File: src/rtl/ef_smsdac_pkg.sv
// Shared definitions for the segmented mismatch-shaping DAC element decoder.
// Holds default sizes, the imbalance counter width and the stage pattern classifier.
package ef_smsdac_pkg;

  localparam int NB_DEF    = 4;
  localparam int LIMIT_DEF = 2;

  typedef enum logic [1:0] {EVEN, ODD_LO, ODD_HI, ILLEGAL} pat_e;

  // Signed width that holds +/-(limit+1) without wrapping.
  function automatic int imb_w(input int limit);
    return $clog2(limit + 2) + 1;
  endfunction

  function automatic pat_e classify(input logic y1, input logic y0);
    case ({y1, y0})
      2'b01:   return EVEN;
      2'b11:   return ODD_LO;
      2'b00:   return ODD_HI;
      default: return ILLEGAL;
    endcase
  endfunction

endpackage

File: src/rtl/ef_smsdac_mse_dec_chk.sv
// Per-stage shaping monitor: classifies the registered element pair, tracks the
// saturating odd-event imbalance and keeps sticky illegal / shape flags.
module ef_smsdac_mse_dec_chk
  import ef_smsdac_pkg::*;
#(
  parameter int LIMIT = LIMIT_DEF
) (
  input  logic clk,
  input  logic rst,
  input  logic clr,
  input  logic i_vld,
  input  logic i_y1,
  input  logic i_y0,
  output logic o_illegal,
  output logic o_shape_err,
  output logic o_illegal_nxt,
  output logic o_shape_nxt
);

  localparam int SW = imb_w(LIMIT);
  localparam logic signed [SW-1:0] S_ONE = SW'(1);
  localparam logic signed [SW-1:0] S_MAX = SW'(LIMIT + 1);
  localparam logic signed [SW-1:0] S_MIN = -S_MAX;

  logic signed [SW-1:0] r_s;
  logic signed [SW-1:0] w_s_nxt;
  logic                 r_illegal;
  logic                 r_shape_err;
  logic                 w_ill_nxt;
  logic                 w_shp_nxt;
  pat_e                 w_pat;

  always_comb begin
    w_pat   = classify(i_y1, i_y0);
    w_s_nxt = r_s;
    if (i_vld) begin
      case (w_pat)
        ODD_LO:  if (r_s != S_MAX) w_s_nxt = r_s + S_ONE;
        ODD_HI:  if (r_s != S_MIN) w_s_nxt = r_s - S_ONE;
        default: w_s_nxt = r_s;
      endcase
    end
    // Shape flag trails the counter by one edge: it looks at the current count.
    w_shp_nxt = r_shape_err | (r_s == S_MAX) | (r_s == S_MIN);
    w_ill_nxt = r_illegal | (i_vld && (w_pat == ILLEGAL));
    if (clr) begin
      w_s_nxt   = '0;
      w_shp_nxt = 1'b0;
      w_ill_nxt = 1'b0;
    end
  end

  always_ff @(posedge clk) begin
    if (rst) begin
      r_s         <= '0;
      r_illegal   <= 1'b0;
      r_shape_err <= 1'b0;
    end else begin
      r_s         <= w_s_nxt;
      r_illegal   <= w_ill_nxt;
      r_shape_err <= w_shp_nxt;
    end
  end

  assign o_illegal     = r_illegal;
  assign o_shape_err   = r_shape_err;
  assign o_illegal_nxt = w_ill_nxt;
  assign o_shape_nxt   = w_shp_nxt;

endmodule

File: src/rtl/ef_smsdac_mse_dec.sv
// Segmented mismatch-shaping DAC element decoder: two-stage code reconstruction
// pipeline plus per-stage shaping monitors and an aggregated error flag.
module ef_smsdac_mse_dec
  import ef_smsdac_pkg::*;
#(
  parameter int NB    = NB_DEF,
  parameter int LIMIT = LIMIT_DEF
) (
  input  logic          clk,
  input  logic          rst,
  input  logic          in_valid,
  input  logic [NB-1:0] elem_y1,
  input  logic [NB-1:0] elem_y0,
  input  logic          elem_c,
  input  logic          clr,
  output logic          out_valid,
  output logic [NB:0]   code,
  output logic [NB-1:0] illegal,
  output logic [NB-1:0] shape_err,
  output logic          err
);

  logic [1:0]    r_vld_pipe;
  logic [NB-1:0] r_y1;
  logic [NB-1:0] r_y0;
  logic          r_c;
  logic [NB:0]   r_code;
  logic          r_err;
  logic [NB:0]   w_sum;
  logic [NB-1:0] w_ill_nxt;
  logic [NB-1:0] w_shp_nxt;

  // Both element rows carry binary weights, so the weighted sum is a plain add.
  assign w_sum = (NB+1)'(r_y1) + (NB+1)'(r_y0) + (NB+1)'(r_c);

  always_ff @(posedge clk) begin
    if (rst) begin
      r_vld_pipe <= '0;
      r_y1       <= '0;
      r_y0       <= '0;
      r_c        <= 1'b0;
      r_code     <= '0;
      r_err      <= 1'b0;
    end else begin
      r_vld_pipe <= {r_vld_pipe[0], in_valid};
      r_y1       <= elem_y1;
      r_y0       <= elem_y0;
      r_c        <= elem_c;
      if (r_vld_pipe[0]) r_code <= w_sum;
      r_err      <= |(w_ill_nxt | w_shp_nxt);
    end
  end

  for (genvar k = 0; k < NB; k++) begin : g_chk
    ef_smsdac_mse_dec_chk #(.LIMIT(LIMIT)) u_chk (
      .clk          (clk),
      .rst          (rst),
      .clr          (clr),
      .i_vld        (r_vld_pipe[0]),
      .i_y1         (r_y1[k]),
      .i_y0         (r_y0[k]),
      .o_illegal    (illegal[k]),
      .o_shape_err  (shape_err[k]),
      .o_illegal_nxt(w_ill_nxt[k]),
      .o_shape_nxt  (w_shp_nxt[k])
    );
  end

  assign out_valid = r_vld_pipe[1];
  assign code      = r_code;
  assign err       = r_err;

endmodule
File: config.mk
export PLATFORM = sky130hd
export DESIGN_NAME = ef_smsdac_mse_dec
export DESIGN_NICKNAME = d
export VERILOG_FILES = /design/src/rtl/ef_smsdac_pkg.sv /design/src/rtl/ef_smsdac_mse_dec_chk.sv /design/src/rtl/ef_smsdac_mse_dec.sv
export SDC_FILE = /design/constraint.sdc
export NUM_CORES = 1
export LEC_CHECK = 0
export ABC_AREA = 1
export CORE_UTILIZATION = 55
export DETAILED_ROUTE_END_ITERATION = 10
export DONT_BUFFER_PORTS = 1
export PLACE_DENSITY = 0.81
export SLEW_MARGIN = 20
export SYNTH_ARGS = -nofsm -noshare
export SYNTH_HDL_FRONTEND = slang
export SYNTH_SLANG_ARGS = --single-unit
File: constraint.sdc
create_clock -name clk -period 1.5 [get_ports clk]
set_input_delay 0.075 -clock clk [delete_from_list [all_inputs] [get_ports clk]]
set_output_delay 0.075 -clock clk [all_outputs]
set_load 0.1 [all_outputs]
==> results of run 1 <==
-- logic make-up after synthesis --
logic type / count (synthesis)
AOI/OAI and AO/OA: 28
adders and majority gates: 19
buffers and inverters: 76
DFF: 37
and+or+nand+nor: 127
-- per-layer routing --
layer	vias to the layer above	wire length [µm]	share of wire	track usage
li1	916	-	-	-
met1	796	1810	0.43	0.256
met2	52	2020	0.48	0.382
met3	8	266	0.064	0.0924
met4	0	87	0.021	0.139
met5	-	0	0	0
-- worst max-delay path, stage by stage, from the launching register on --
cell	delay, ps
sky130_fd_sc_hd__dfxtp_2	330
sky130_fd_sc_hd__fa_2	400
sky130_fd_sc_hd__fa_2	380
sky130_fd_sc_hd__nand2_2	80
sky130_fd_sc_hd__inv_2	40
sky130_fd_sc_hd__o21ai_1	120
sky130_fd_sc_hd__o211ai_1	120
sky130_fd_sc_hd__inv_1	90
-- layout by cell type (no fill, tap or decap), types with 6 or more instances in the layout --
cell and instances:
sky130_fd_sc_hd__o21ai_0 7, sky130_fd_sc_hd__inv_2 10, sky130_fd_sc_hd__ha_1 9, sky130_fd_sc_hd__clkbuf_8 7, sky130_fd_sc_hd__nor2_2 7, sky130_fd_sc_hd__fa_2 6
sky130_fd_sc_hd__dlygate4sd3_1 11, sky130_fd_sc_hd__nand2_1 57, sky130_fd_sc_hd__nor2_1 39, sky130_fd_sc_hd__nand4_1 7, sky130_fd_sc_hd__inv_1 53, sky130_fd_sc_hd__dfxtp_1 31
sky130_fd_sc_hd__nand3_1 9, sky130_fd_sc_hd__buf_4 24, sky130_fd_sc_hd__a21oi_1 12
-- where the power goes --
group | internal, mW | switching [mW] | total (mW)
clock | 0.415 | 0.377 | 0.792
combinational | 0.144 | 0.260 | 0.404
sequential | 1.02 | 0.0373 | 1.06
-- sequential cells by signal, summed over array words and instances, names as in the netlist --
register,cells
g_chk.u_chk.r_s,12
code,5
g_chk.u_chk.o_illegal,4
g_chk.u_chk.o_shape_err,4
r_y0,4
r_y1,4
r_vld_pipe,2
err,1
r_c,1
-- worst min-delay path by stage --
stage | start | end | slack [ps] | depth (start not counted)
5_1_grt | rst | g_chk[0].u_chk.r_s[2] | 130 | 3
4_1_cts | rst | g_chk[3].u_chk.r_s[0] | 110 | 3
6_report | rst | g_chk[3].u_chk.r_s[2] | 110 | 3
2_1_floorplan | rst | r_c | 150 | 1
3_3_place_gp | rst | r_vld_pipe[0] | 150 | 1
3_5_place_dp | rst | r_y0[2] | 150 | 1
-- final cells by class --
| cell class | count | area (µm²) |
|---|---|---|
| Clock inverter | 1 | 5.00 |
| Fill cell | 283 | 980 |
| Sequential cell | 37 | 751 |
| Clock buffer | 7 | 96.3 |
| Tap cell | 46 | 57.6 |
| Inverter | 65 | 246 |
| Multi-Input combinational cell | 174 | 1040 |
| Timing Repair Buffer | 35 | 290 |
-- repair_timing --
item / in CTS / in global routing
hold buffers: 11 / 0
endpoints found under the hold margin: 15 / 0
pin swaps: 0 / 3
resized for setup: 9 / 19
setup buffers: 0 / 1
gates cloned: 0 / 0
setup endpoints to repair: 4 / 9
==> results.md, run 1 <==
- The core region is 3470 µm².
- The most critical setup path has its startpoint at r_c.
- Hold is met by 113 ps.
- The root buffer cell chosen for the clock tree is sky130_fd_sc_hd__clkbuf_8.
- Of the total synthesized cell area, the portion taken by full adders, half adders and majority gates is 0.137.
- In this run the static leakage power is 1.30 nW.
- The average via count per standard cell is 4.85.
- The portion of synthesized cell area occupied by the leading cell type is 0.360.
- Setup violations remaining at the end of the flow were counted as 2.
- During synthesis, Yosys emitted a total of 0 warnings.
- In the post-synthesis netlist, the cell with the most instances is sky130_fd_sc_hd__inv_1.
- The count of buffers from port buffering is 0.
- The worst-case clock skew is 5.03 ps.
- The level count of the clock H-tree is 2.
- The worst slew margin relative to its limit is 0.697.
- The first global-routing pass estimated 7.04 mm of wire.
- The critical path data required time is 1750 ps.
- The length of the first detailed-routing pass in iterations is 4.
- The number of max-slew violations in the final report is 0.
- The detailed-placement wirelength estimate is 2.90 mm.
- Following the worst setup path forward leads to its endpoint at code[2].
- The count of non-filler cells in the finished layout is 365.
- In this run the critical register-to-register path is launched from r_c.
- The count of state elements after synthesis is 37.
- The end of the worst register-to-register path is code[2].
- The critical setup path kind is reg -> reg.
- The antenna diode instance count is 0.
- The number of enable-type register cells in the synthesized netlist is 0.
- At the end of routability-driven placement, the weighted congestion stood at 0.802.
- The first-iteration detailed-routing DRC count is 115.
- The clock net in this run drives a total of 37 sinks.
- After routing the design area is 2490 µm².
- The final hold violation count is 0.
- Measured on the finished design, the core utilization comes to 0.718.
- The number of vias after detailed routing is 1,772.
- The number of cells on the worst reg-to-reg path is 7.
- The source-to-sink clock delay at the later pin of the worst-skew pair is 300 ps.
- The number of instances in the synthesized netlist is 287.
- The initial antenna violation count is 0.
- Compared with the post-synthesis result, the final layout area differs by 20.8%.
- The final reports fail on negative setup slack.
- The post-synthesis async set-or-reset flop share is 0.
- The sequential fraction of the synthesis area is 0.360.
- The number of top-level pins is 28.
- The library cell occupying the most area in the post-synthesis netlist is sky130_fd_sc_hd__dfxtp_1.
- The die covers 3990 µm².
- STA classifies the critical path startpoint as a flop.
- The remaining global-route overflow is 0.
- The class of the tightest hold or removal check is in -> reg.
- Measured along the y axis, the die boundary spans 63.2 µm.
- The number of placed instances, taps included, is 345.
- The width of the chip is 63.2 µm.
- The run finished, with violations left.
- The final cycle utilization of the critical path is 1.08.
- In the routed design, unresolved DRC markers number 0.
- The fraction of final layout cells sized beyond drive strength 1 is 0.235.
- The initial core utilization is 0.594.
- Ranked by total cell area, the synthesized netlist is headed by sky130_fd_sc_hd__dfxtp_1 (36%), sky130_fd_sc_hd__inv_1 (11%), sky130_fd_sc_hd__nand2_1 (11%).
- Entering global routing, the biggest net connects 14 pins.
- The buffer levels on the longest clock path is 2.
- The category of the worst setup path capture point is a flop.
- Dividing the detail-routed wire length by the instance count gives 11.5 µm.
- The overall track demand over capacity in global routing is 0.234.
- The post-synthesis cell type count is 22.
- The total wirelength of the detailed-routed design is 4.18 mm.
- For this design the ratio of total power to cell area is 905 nW/µm².
- Row generation in the floorplan step produced 21 rows.
- After routing, the total negative slack on setup checks comes to -179 ps.
- Of the total synthesized cell area, the portion taken by XOR and XNOR cells is 0.
- Clock-pin slew was measured on the worst setup and hold paths at 80 ps.
- Data on the critical path arrives at its endpoint at 1860 ps.
- The setup slack of the critical path after layout is -116 ps.
- The combinational family with the most area after synthesis is simple AND/OR/NAND/NOR gates.
- By count the netlist is led by sky130_fd_sc_hd__inv_1 (59), sky130_fd_sc_hd__nand2_1 (58), sky130_fd_sc_hd__nor2_1 (40).
- TritonCTS built the clock tree.
- After layout, the minimum clock period comes to 1620 ps.
- The via count of the first global-routing pass is 1,670.
- Before CTS, the worst setup slack after placement is -78.0 ps.
- In this run the remaining antenna-violating nets after routing total 0.
- The most used flip-flop cell after synthesis is sky130_fd_sc_hd__dfxtp_1.
- For this run, the top clock speed supported by timing is 619 MHz.
- The peak fanout along the critical path is 2.
- Across all register-to-register paths, the minimum setup slack is -120 ps.
- The total nets after synthesis is 319.
- Overall power consumption after layout is estimated at 2.25 mW.
- The cell area after technology mapping is 2060 µm².
- Across the VDD grid, the largest voltage drop is 718 µV.
- The mean area per synthesized cell is 7.18 µm².
- Across the run, the number of max-cap violations was 0.
- Setup repair after global routing could not meet its margin everywhere.
- In this run the cell area measured after placement is 2220 µm².
- The simple logic cell fraction of the synthesized area is 0.271.
- The share of the synthesized area in compound gates (AO/OA/AOI/OAI) is 0.0765.
- For the pin with the worst max-slew slack, the measured transition is 454 ps.
- TritonCTS created 5 clock buffers.
- The mux cell area share after synthesis is 0.
- The net count reported at finish is 350.
No activity file was read; power rests on OpenSTA's default activity.
==> run 2: changes to the inputs <==
--- a/config.mk
+++ b/config.mk
@@ -5,7 +5,6 @@
 export SDC_FILE = /design/constraint.sdc
 export NUM_CORES = 1
 export LEC_CHECK = 0
-export ABC_AREA = 1
 export CORE_UTILIZATION = 55
 export DETAILED_ROUTE_END_ITERATION = 10
 export DONT_BUFFER_PORTS = 1
==> constraint.sdc (replaced) <==
create_clock -name clk -period 1.34 [get_ports clk]
set_input_delay 0.067 -clock clk [delete_from_list [all_inputs] [get_ports clk]]
set_output_delay 0.067 -clock clk [all_outputs]
set_load 0.1 [all_outputs]
==> results.md, run 2 <==
- The source-to-sink clock delay at the later pin of the worst-skew pair came to 370 ps (was 300 ps).
- The number of flip-flops in the largest register is 12 (unchanged).
- The vertical die dimension is 60.4 µm (was 63.2 µm).
- The die area is 3640 µm² (was 3990 µm²).
- The first-iteration detailed-routing DRC count is 185 (was 115).
- The category of the worst setup path capture point is a flop (unchanged).
- The sequential fraction of the synthesis area is 0.395 (was 0.360).
- The critical path data required time came to 1650 ps (was 1750 ps).
- The setup slack of the critical path after layout came to -462 ps (was -116 ps).
- The total of fill cells in the finished design was 150 (was 283).
- The power density of the placed cells is 947 nW/µm² (was 905 nW/µm²).
- The peak per-stage delay on the critical path is 450 ps (was 400 ps).
- The logic depth of the worst register-to-register path is 7 (unchanged).
- The number of instances in the synthesized netlist is 195 (was 287).
- The cell area after technology mapping was 1870 µm² (was 2060 µm²).
- The fraction of final layout cells sized beyond drive strength 1 is 0.489 (was 0.235).
- The leading cell type in the layout, fill and taps excluded is sky130_fd_sc_hd__buf_4 (was sky130_fd_sc_hd__nand2_1).
- The count of buffers from port buffering is 0 (unchanged).
- The count of non-filler cells in the finished layout is 306 (was 365).
- The count of maximum capacitance violations is 0 (unchanged).
- The length of the first detailed-routing pass in iterations came to 4 (unchanged).
- Outcome: finished, violations left (unchanged).
- The detailed-placement wirelength estimate is 3.08 mm (was 2.90 mm).
- The mean area per synthesized cell is 9.61 µm² (was 7.18 µm²).
- The time the worst path needs with I/O delays and setup is 1800 ps (was 1620 ps).
- The final hold violation count is 0 (unchanged).
- Cell-by-cell trace of the critical path: inv_4 -> ha_4 -> inv_2 -> fa_2 -> xor2_1 -> or4_1 -> a21oi_2 (was fa_2 -> fa_2 -> nand2_2 -> inv_2 -> o21ai_1 -> o211ai_1 -> inv_1).
- The buffer levels on the longest clock path is 2 (unchanged).
- The portion of synthesized cell area occupied by the leading cell type was 0.395 (was 0.360).
- The final total negative setup slack is -4580 ps (was -179 ps).
- Setup repair after global routing missed its margin: true (unchanged).
- The end of the worst register-to-register path is g_chk[0].u_chk.r_s[2] (was code[2]).
- The worst hold-check slack was 142 ps (was 113 ps).
- The clock tree root driver cell is sky130_fd_sc_hd__clkbuf_4 (was sky130_fd_sc_hd__clkbuf_8).
- The remaining global-route overflow is 0 (unchanged).
- The library cell occupying the most area in the post-synthesis netlist is sky130_fd_sc_hd__dfxtp_1 (unchanged).
- The TritonCTS buffer count is 5 (unchanged).
- The worst-case clock skew is 16.7 ps (was 5.03 ps).
- The initial core utilization is 0.594 (about the same).
- The worst slew margin relative to its limit came to 0.542 (was 0.697).
- The initial antenna violation count was 0 (unchanged).
- The register name with the most flops is g_chk.u_chk.r_s (unchanged).
- The cell type of the slowest stage on the worst timing path was sky130_fd_sc_hd__or4_1 (was sky130_fd_sc_hd__fa_2).
- The clock-pin slew on the worst setup and hold paths was 120 ps (was 80 ps).
- The number of warnings printed during yosys synthesis is 0 (unchanged).
- The most numerous cell in the Yosys netlist is sky130_fd_sc_hd__dfxtp_1 (was sky130_fd_sc_hd__inv_1).
- The total wirelength of the detailed-routed design is 6.03 mm (was 4.18 mm).
- Top post-synthesis cells by area: sky130_fd_sc_hd__dfxtp_1 (40%), sky130_fd_sc_hd__ha_1 (8.7%), sky130_fd_sc_hd__fa_1 (6.4%) (was sky130_fd_sc_hd__dfxtp_1 (36%), sky130_fd_sc_hd__inv_1 (11%), sky130_fd_sc_hd__nand2_1 (11%)).
- The number of sinks driven by the clock tree is 37 (unchanged).
- The startpoint type of the worst setup path was a flop (unchanged).
- The number of instances in the placed design is 283 (was 345).
- The static leakage is 1.11 nW (was 1.30 nW).
- The startpoint of the most critical hold path is rst (unchanged).
- The TritonCTS clock tree was yes (unchanged).
- The flip-flop cell with the highest count after synthesis was sky130_fd_sc_hd__dfxtp_1 (unchanged).
- The post-synthesis async set-or-reset flop share is 0 (unchanged).
- The peak fanout along the critical path came to 3 (was 2).
- The timing-limited maximum frequency is 555 MHz (was 619 MHz).
- The number of enable-type register cells in the synthesized netlist came to 0 (unchanged).
- The number of top-level pins came to 28 (unchanged).
- The critical path arrival is 2110 ps (was 1860 ps).
- Highest-count cells in the layout ignoring fill and taps: sky130_fd_sc_hd__buf_4 (56), sky130_fd_sc_hd__dfxtp_1 (27), sky130_fd_sc_hd__nor2_1 (13) (was sky130_fd_sc_hd__nand2_1 (57), sky130_fd_sc_hd__inv_1 (53), sky130_fd_sc_hd__nor2_1 (39)).
- The critical setup path kind is reg -> reg (unchanged).
- The remaining number of nets flagged by the antenna check after routing was 0 (unchanged).
- The via count of the first global-routing pass came to 1,715 (was 1,670).
- The number of max-slew violations in the final report is 0 (unchanged).
- The post-synthesis cell type count is 31 (was 22).
- The worst voltage drop across the vdd grid is 1270 µV (was 718 µV).
- The final routed wire length divided by cell count was 19.7 µm (was 11.5 µm).
- The antenna diode instance count was 0 (unchanged).
- The first-pass GRT wire length is 7.96 mm (was 7.04 mm).
- The DRC violations left is 0 (unchanged).
- The reg-to-reg critical path startpoint was r_y1[0] (was r_c).
- The setup slack of the worst register-to-register path is -460 ps (was -120 ps).
- The slew at the pin closest to its max-slew limit is 685 ps (was 454 ps).
- The final cycle utilization of the critical path was 1.34 (was 1.08).
- The area of the core is 3150 µm² (was 3470 µm²).
- The overall track demand over capacity in global routing is 0.309 (was 0.234).
- The width of the chip is 60.4 µm (was 63.2 µm).
- The count of state elements after synthesis was 37 (unchanged).
- Cell types with the highest counts after synthesis: sky130_fd_sc_hd__dfxtp_1 (37), sky130_fd_sc_hd__inv_1 (20), sky130_fd_sc_hd__a21oi_1 (18) (was sky130_fd_sc_hd__inv_1 (59), sky130_fd_sc_hd__nand2_1 (58), sky130_fd_sc_hd__nor2_1 (40)).
- The depth of the worst hold-timing path is 2 (was 3).
- The count of endpoints failing setup in the final report was 17 (was 2).
- The endpoint of the worst hold path is g_chk[1].u_chk.r_s[2] (was g_chk[3].u_chk.r_s[2]).
- Violated checks: negative setup slack (unchanged).
- The class of the tightest hold or removal check is in -> reg (unchanged).
- The net count reported at finish is 293 (was 350).
- The total nets after synthesis came to 227 (was 319).
- The number of vias after detailed routing is 1,800 (was 1,772).
- The row count is 20 (was 21).
- The largest net degree at the start of global routing is 22 (was 14).
- The growth of design area from synthesis to finish is 46.8% (was 20.8%).
- The average via count per standard cell is 5.88 (was 4.85).
- The level count of the clock H-tree came to 2 (unchanged).
- The weighted congestion at the end of routability-driven global placement is 0.844 (was 0.802).
- The overall power of the completed layout was 2.60 mW (was 2.25 mW).
## run 2: cell count changes in the layout (fill, tap and decap cells not counted), moves of 8 or more
cell,previous run,this run
sky130_fd_sc_hd__nand2_1,57,0
sky130_fd_sc_hd__inv_1,53,8
sky130_fd_sc_hd__buf_4,24,56
sky130_fd_sc_hd__nor2_1,39,13
sky130_fd_sc_hd__nor2b_1,0,11
sky130_fd_sc_hd__a21oi_2,0,9
sky130_fd_sc_hd__nand3_1,9,0
sky130_fd_sc_hd__nand3b_1,0,8
sky130_fd_sc_hd__o31ai_1,0,8
## run 2: critical path, delay by kind of cell, from the launching register on
kind            cells  cell delay [ps]
compound gates      1              170
xor+xnor            1              160
fa+ha+maj           2              470
buf+inv             2              110
flops               1              390
simple gates        1              450
## run 2: report_power, final
group          switching (mW)  total (mW)  internal (mW)
logic                   0.325       0.578          0.253
registers              0.0404        1.18           1.14
clock network           0.397       0.842          0.445
## run 2: routing by layer
layer	up-vias	part of all wire	track usage
li1	786	-	-
met3	34	0.081	0.100
met5	-	0	0
met4	0	0.051	0.163
met1	853	0.39	0.343
met2	127	0.48	0.526
## run 2: worst max path at each step
stage                  from                    end  slack, ps  cells past startpoint
floorplan           r_y1[3]  g_chk[3].u_chk.r_s[2]       -400                      7
global placement    r_y1[3]  g_chk[3].u_chk.r_s[2]       -380                      7
detailed placement  r_y1[3]  g_chk[3].u_chk.r_s[2]       -470                      7
CTS                 r_y0[0]  g_chk[0].u_chk.r_s[2]       -340                      7
global route        r_y1[0]  g_chk[0].u_chk.r_s[2]       -520                      7
finish              r_y1[0]  g_chk[0].u_chk.r_s[2]       -460                      7
## run 2: kinds of logic after synthesis
group,Yosys count,synth area share
buffers and inverters,34,0.0855
muxes,2,0.0107
adders and majority gates,19,0.151
and+or+nand+nor,49,0.160
AOI/OAI and AO/OA,45,0.156
xor gates and xnor gates,9,0.0421
DFF,37,0.395
## run 2: area by class of cell
class | instances | area [µm²] | share of cell area
clock inverters | 1 | 30.0 | 0.0109
clock buffers | 7 | 55.1 | 0.0200
multi-input cells | 124 | 1170 | 0.427
repair buffers | 73 | 597 | 0.217
flip-flops and latches | 37 | 758 | 0.276
well taps | 44 | 55.1 | 0.0200
inverters | 20 | 80.1 | 0.0291
## run 2: stage by stage
stage	area, µm²	setup slack (ps)	util
after global routing	2750	-520	0.872
after floorplan	1960	-405	-
after CTS	2680	-336	0.849
after detailed placement	2370	-470	0.752
final	2750	-462	0.872
after global placement	2370	-378	0.752
## run 2: repair_timing
item                                    4_1_cts  5_1_grt
pin swaps                                    18       16
endpoints found under the setup margin       17       17
hold endpoints to repair                     19        0
setup buffers                                 2        2
resized for setup                            19       17
hold buffers                                 12        0
==> run 3: changes to the inputs <==
--- a/config.mk
+++ b/config.mk
@@ -6,10 +6,12 @@
 export NUM_CORES = 1
 export LEC_CHECK = 0
 export CORE_UTILIZATION = 55
+export CTS_CLUSTER_DIAMETER = 200
 export DETAILED_ROUTE_END_ITERATION = 10
 export DONT_BUFFER_PORTS = 1
 export PLACE_DENSITY = 0.81
-export SLEW_MARGIN = 20
+export SKIP_LAST_GASP = 1
+export SLEW_MARGIN = 10
 export SYNTH_ARGS = -nofsm -noshare
 export SYNTH_HDL_FRONTEND = slang
 export SYNTH_SLANG_ARGS = --single-unit
==> results.md, run 3 (synthesis gave the netlist of run 2 again) <==
- The source-to-sink clock delay at the later pin of the worst-skew pair was 370 ps (about the same).
- The worst voltage drop across the vdd grid is 1210 µV (was 1270 µV).
- The reg-to-reg critical path startpoint is r_y0[0] (was r_y1[0]).
- The class of the tightest hold or removal check is in -> reg (unchanged).
- The clock-pin slew on the worst setup and hold paths is 130 ps (was 120 ps).
- The leading cell type in the layout, fill and taps excluded is sky130_fd_sc_hd__buf_4 (unchanged).
- The die area is 3640 µm² (unchanged).
- The average via count per standard cell is 5.86 (was 5.88).
- The proportion of power drawn by flip-flops and latches is 0.453 (was 0.454).
- Outcome: finished, violations left (unchanged).
- The startpoint type of the worst setup path is a flop (unchanged).
- The clock tree root driver cell is sky130_fd_sc_hd__clkbuf_4 (unchanged).
- The remaining global-route overflow is 0 (unchanged).
- The antenna diode instance count is 0 (unchanged).
- The switching power as a share of total power is 0.294 (was 0.293).
- The via count of the first global-routing pass was 1,715 (unchanged).
- Highest-count cells in the layout ignoring fill and taps: sky130_fd_sc_hd__buf_4 (57), sky130_fd_sc_hd__dfxtp_1 (27), sky130_fd_sc_hd__nor2_1 (13) (was sky130_fd_sc_hd__buf_4 (56), sky130_fd_sc_hd__dfxtp_1 (27), sky130_fd_sc_hd__nor2_1 (13)).
- The weighted congestion at the end of routability-driven global placement came to 0.844 (unchanged).
- The power density of the placed cells is 954 nW/µm² (was 947 nW/µm²).
- Setup repair after global routing missed its margin: true (unchanged).
- The initial core utilization was 0.594 (unchanged).
- The fraction of final layout cells sized beyond drive strength 1 came to 0.485 (was 0.489).
- The logic depth of the worst register-to-register path is 7 (unchanged).
- The category of the worst setup path capture point is a flop (unchanged).
- The cell area reported after detailed placement is 2370 µm² (unchanged).
- The register name with the most flops is g_chk.u_chk.r_s (unchanged).
- The final routed wire length divided by cell count is 20.1 µm (was 19.7 µm).
- The overall power of the completed layout is 2.61 mW (was 2.60 mW).
- The number of max-slew violations in the final report was 0 (unchanged).
- The depth of the worst hold-timing path came to 2 (unchanged).
- The switching component of the power is 0.766 mW (was 0.763 mW).
- The growth of design area from synthesis to finish came to 45.9% (was 46.8%).
- The count of maximum capacitance violations is 0 (unchanged).
- The initial antenna violation count is 0 (unchanged).
- The TritonCTS clock tree is yes (unchanged).
- The DRC violations left is 0 (unchanged).
- The count of non-filler cells in the finished layout is 306 (unchanged).
- The buffer levels on the longest clock path was 2 (unchanged).
- The static leakage is 1.11 nW (about the same).
- The part of the power in the clock network came to 0.324 (about the same).
- Violated checks: negative setup slack (unchanged).
- The vertical die dimension is 60.4 µm (unchanged).
- The total wirelength of the detailed-routed design is 6.14 mm (was 6.03 mm).
- The row count came to 20 (unchanged).
- The level count of the clock H-tree is 2 (unchanged).
- The slew at the pin closest to its max-slew limit is 678 ps (was 685 ps).
- The number of instances in the placed design is 283 (unchanged).
- The detailed-placement wirelength estimate came to 3.08 mm (unchanged).
- The first-iteration detailed-routing DRC count came to 149 (was 185).
- The largest net degree at the start of global routing was 22 (unchanged).
- The net count reported at finish came to 293 (unchanged).
- The number of sinks driven by the clock tree is 37 (unchanged).
- The critical path arrival is 2100 ps (was 2110 ps).
- The area of the core is 3150 µm² (unchanged).
- The remaining number of nets flagged by the antenna check after routing is 0 (unchanged).
- The critical path data required time was 1640 ps (was 1650 ps).
- The fraction of power consumed by combinational cells is 0.223 (was 0.222).
- The peak fanout along the critical path is 3 (unchanged).
- The count of endpoints failing setup in the final report is 17 (unchanged).
- The count of buffers from port buffering is 0 (unchanged).
- The timing-limited maximum frequency was 554 MHz (was 555 MHz).
- The length of the first detailed-routing pass in iterations was 5 (was 4).
- The number of flip-flops in the largest register came to 12 (unchanged).
- The setup slack of the critical path after layout is -464 ps (was -462 ps).
- The time the worst path needs with I/O delays and setup is 1800 ps (about the same).
- The startpoint of the most critical hold path was rst (unchanged).
- The final cycle utilization of the critical path came to 1.35 (was 1.34).
- The worst-case clock skew is 26.5 ps (was 16.7 ps).
- The origin of the worst setup path is r_y0[0] (was r_y1[0]).
- The overall track demand over capacity in global routing came to 0.309 (unchanged).
- The final hold violation count is 0 (unchanged).
- The TritonCTS buffer count was 5 (unchanged).
- The number of vias after detailed routing is 1,794 (was 1,800).
- The width of the chip is 60.4 µm (unchanged).
- The critical setup path kind was reg -> reg (unchanged).
- The total internal power is 1.84 mW (about the same).
- The post-layout instance area came to 2730 µm² (was 2750 µm²).
- The number of top-level pins came to 28 (unchanged).
- The final core utilization is 0.867 (was 0.872).
- The worst slew margin relative to its limit was 0.547 (was 0.542).
- The first-pass GRT wire length is 7.96 mm (unchanged).
run 3: power groups by stage:
stage	registers [mW]	clock network, mW	logic (mW)
finish	1.18	0.846	0.582
global route	1.18	0.871	0.603
CTS	1.17	0.824	0.513
detailed placement	1.20	0	0.449
global placement	1.19	0	0.430
floorplan	1.29	0	0.217
run 3: path summary, 6_finish.rpt:
path	to	slack, ps
worst max-delay path	g_chk[0].u_chk.r_s[2]	-460
worst min-delay path	g_chk[0].u_chk.r_s[1]	160
worst max register to register	g_chk[0].u_chk.r_s[2]	-460
worst min register to register	code[0]	520
run 3: worst max-delay path, stage by stage, from the launching register on:
cell and delay [ps]:
sky130_fd_sc_hd__dfxtp_4 390, sky130_fd_sc_hd__inv_4 70, sky130_fd_sc_hd__ha_4 140, sky130_fd_sc_hd__inv_2 50
sky130_fd_sc_hd__fa_2 330, sky130_fd_sc_hd__xor2_1 150, sky130_fd_sc_hd__or4_1 430, sky130_fd_sc_hd__a21oi_2 170
run 3: metrics by stage:
stage               setup WS [ps]  setup TNS, ps  hold slack [ps]
floorplan                    -405          -2340              195
finish                       -464          -4630              162
global route                 -511          -5160              194
global placement             -378          -2620              137
detailed placement           -470          -3360              138
CTS                          -336          -3140              145
run 3: what timing repair did:
action	4_1_cts	5_1_grt
buffers inserted	2	2
endpoints found under the hold margin	19	0
resized for setup	19	14
setup endpoints to repair	17	17
pin swaps	18	15
hold buffers	12	0
run 3: layout make-up:
class                           count  area, µm²
Multi-Input combinational cell    124       1160
Sequential cell                    37        758
Inverter                           20       80.1
Clock inverter                      1       30.0
Tap cell                           44       55.1
Timing Repair Buffer               73        593
Clock buffer                        7       55.1
Fill cell                         155        420
run 3: routing by layer:
metal,GRT usage,up-vias,part of all wire
li1,-,785,-
met2,0.526,108,0.50
met5,0,-,0
met1,0.343,871,0.38
met4,0.163,0,0.050
met3,0.100,30,0.072
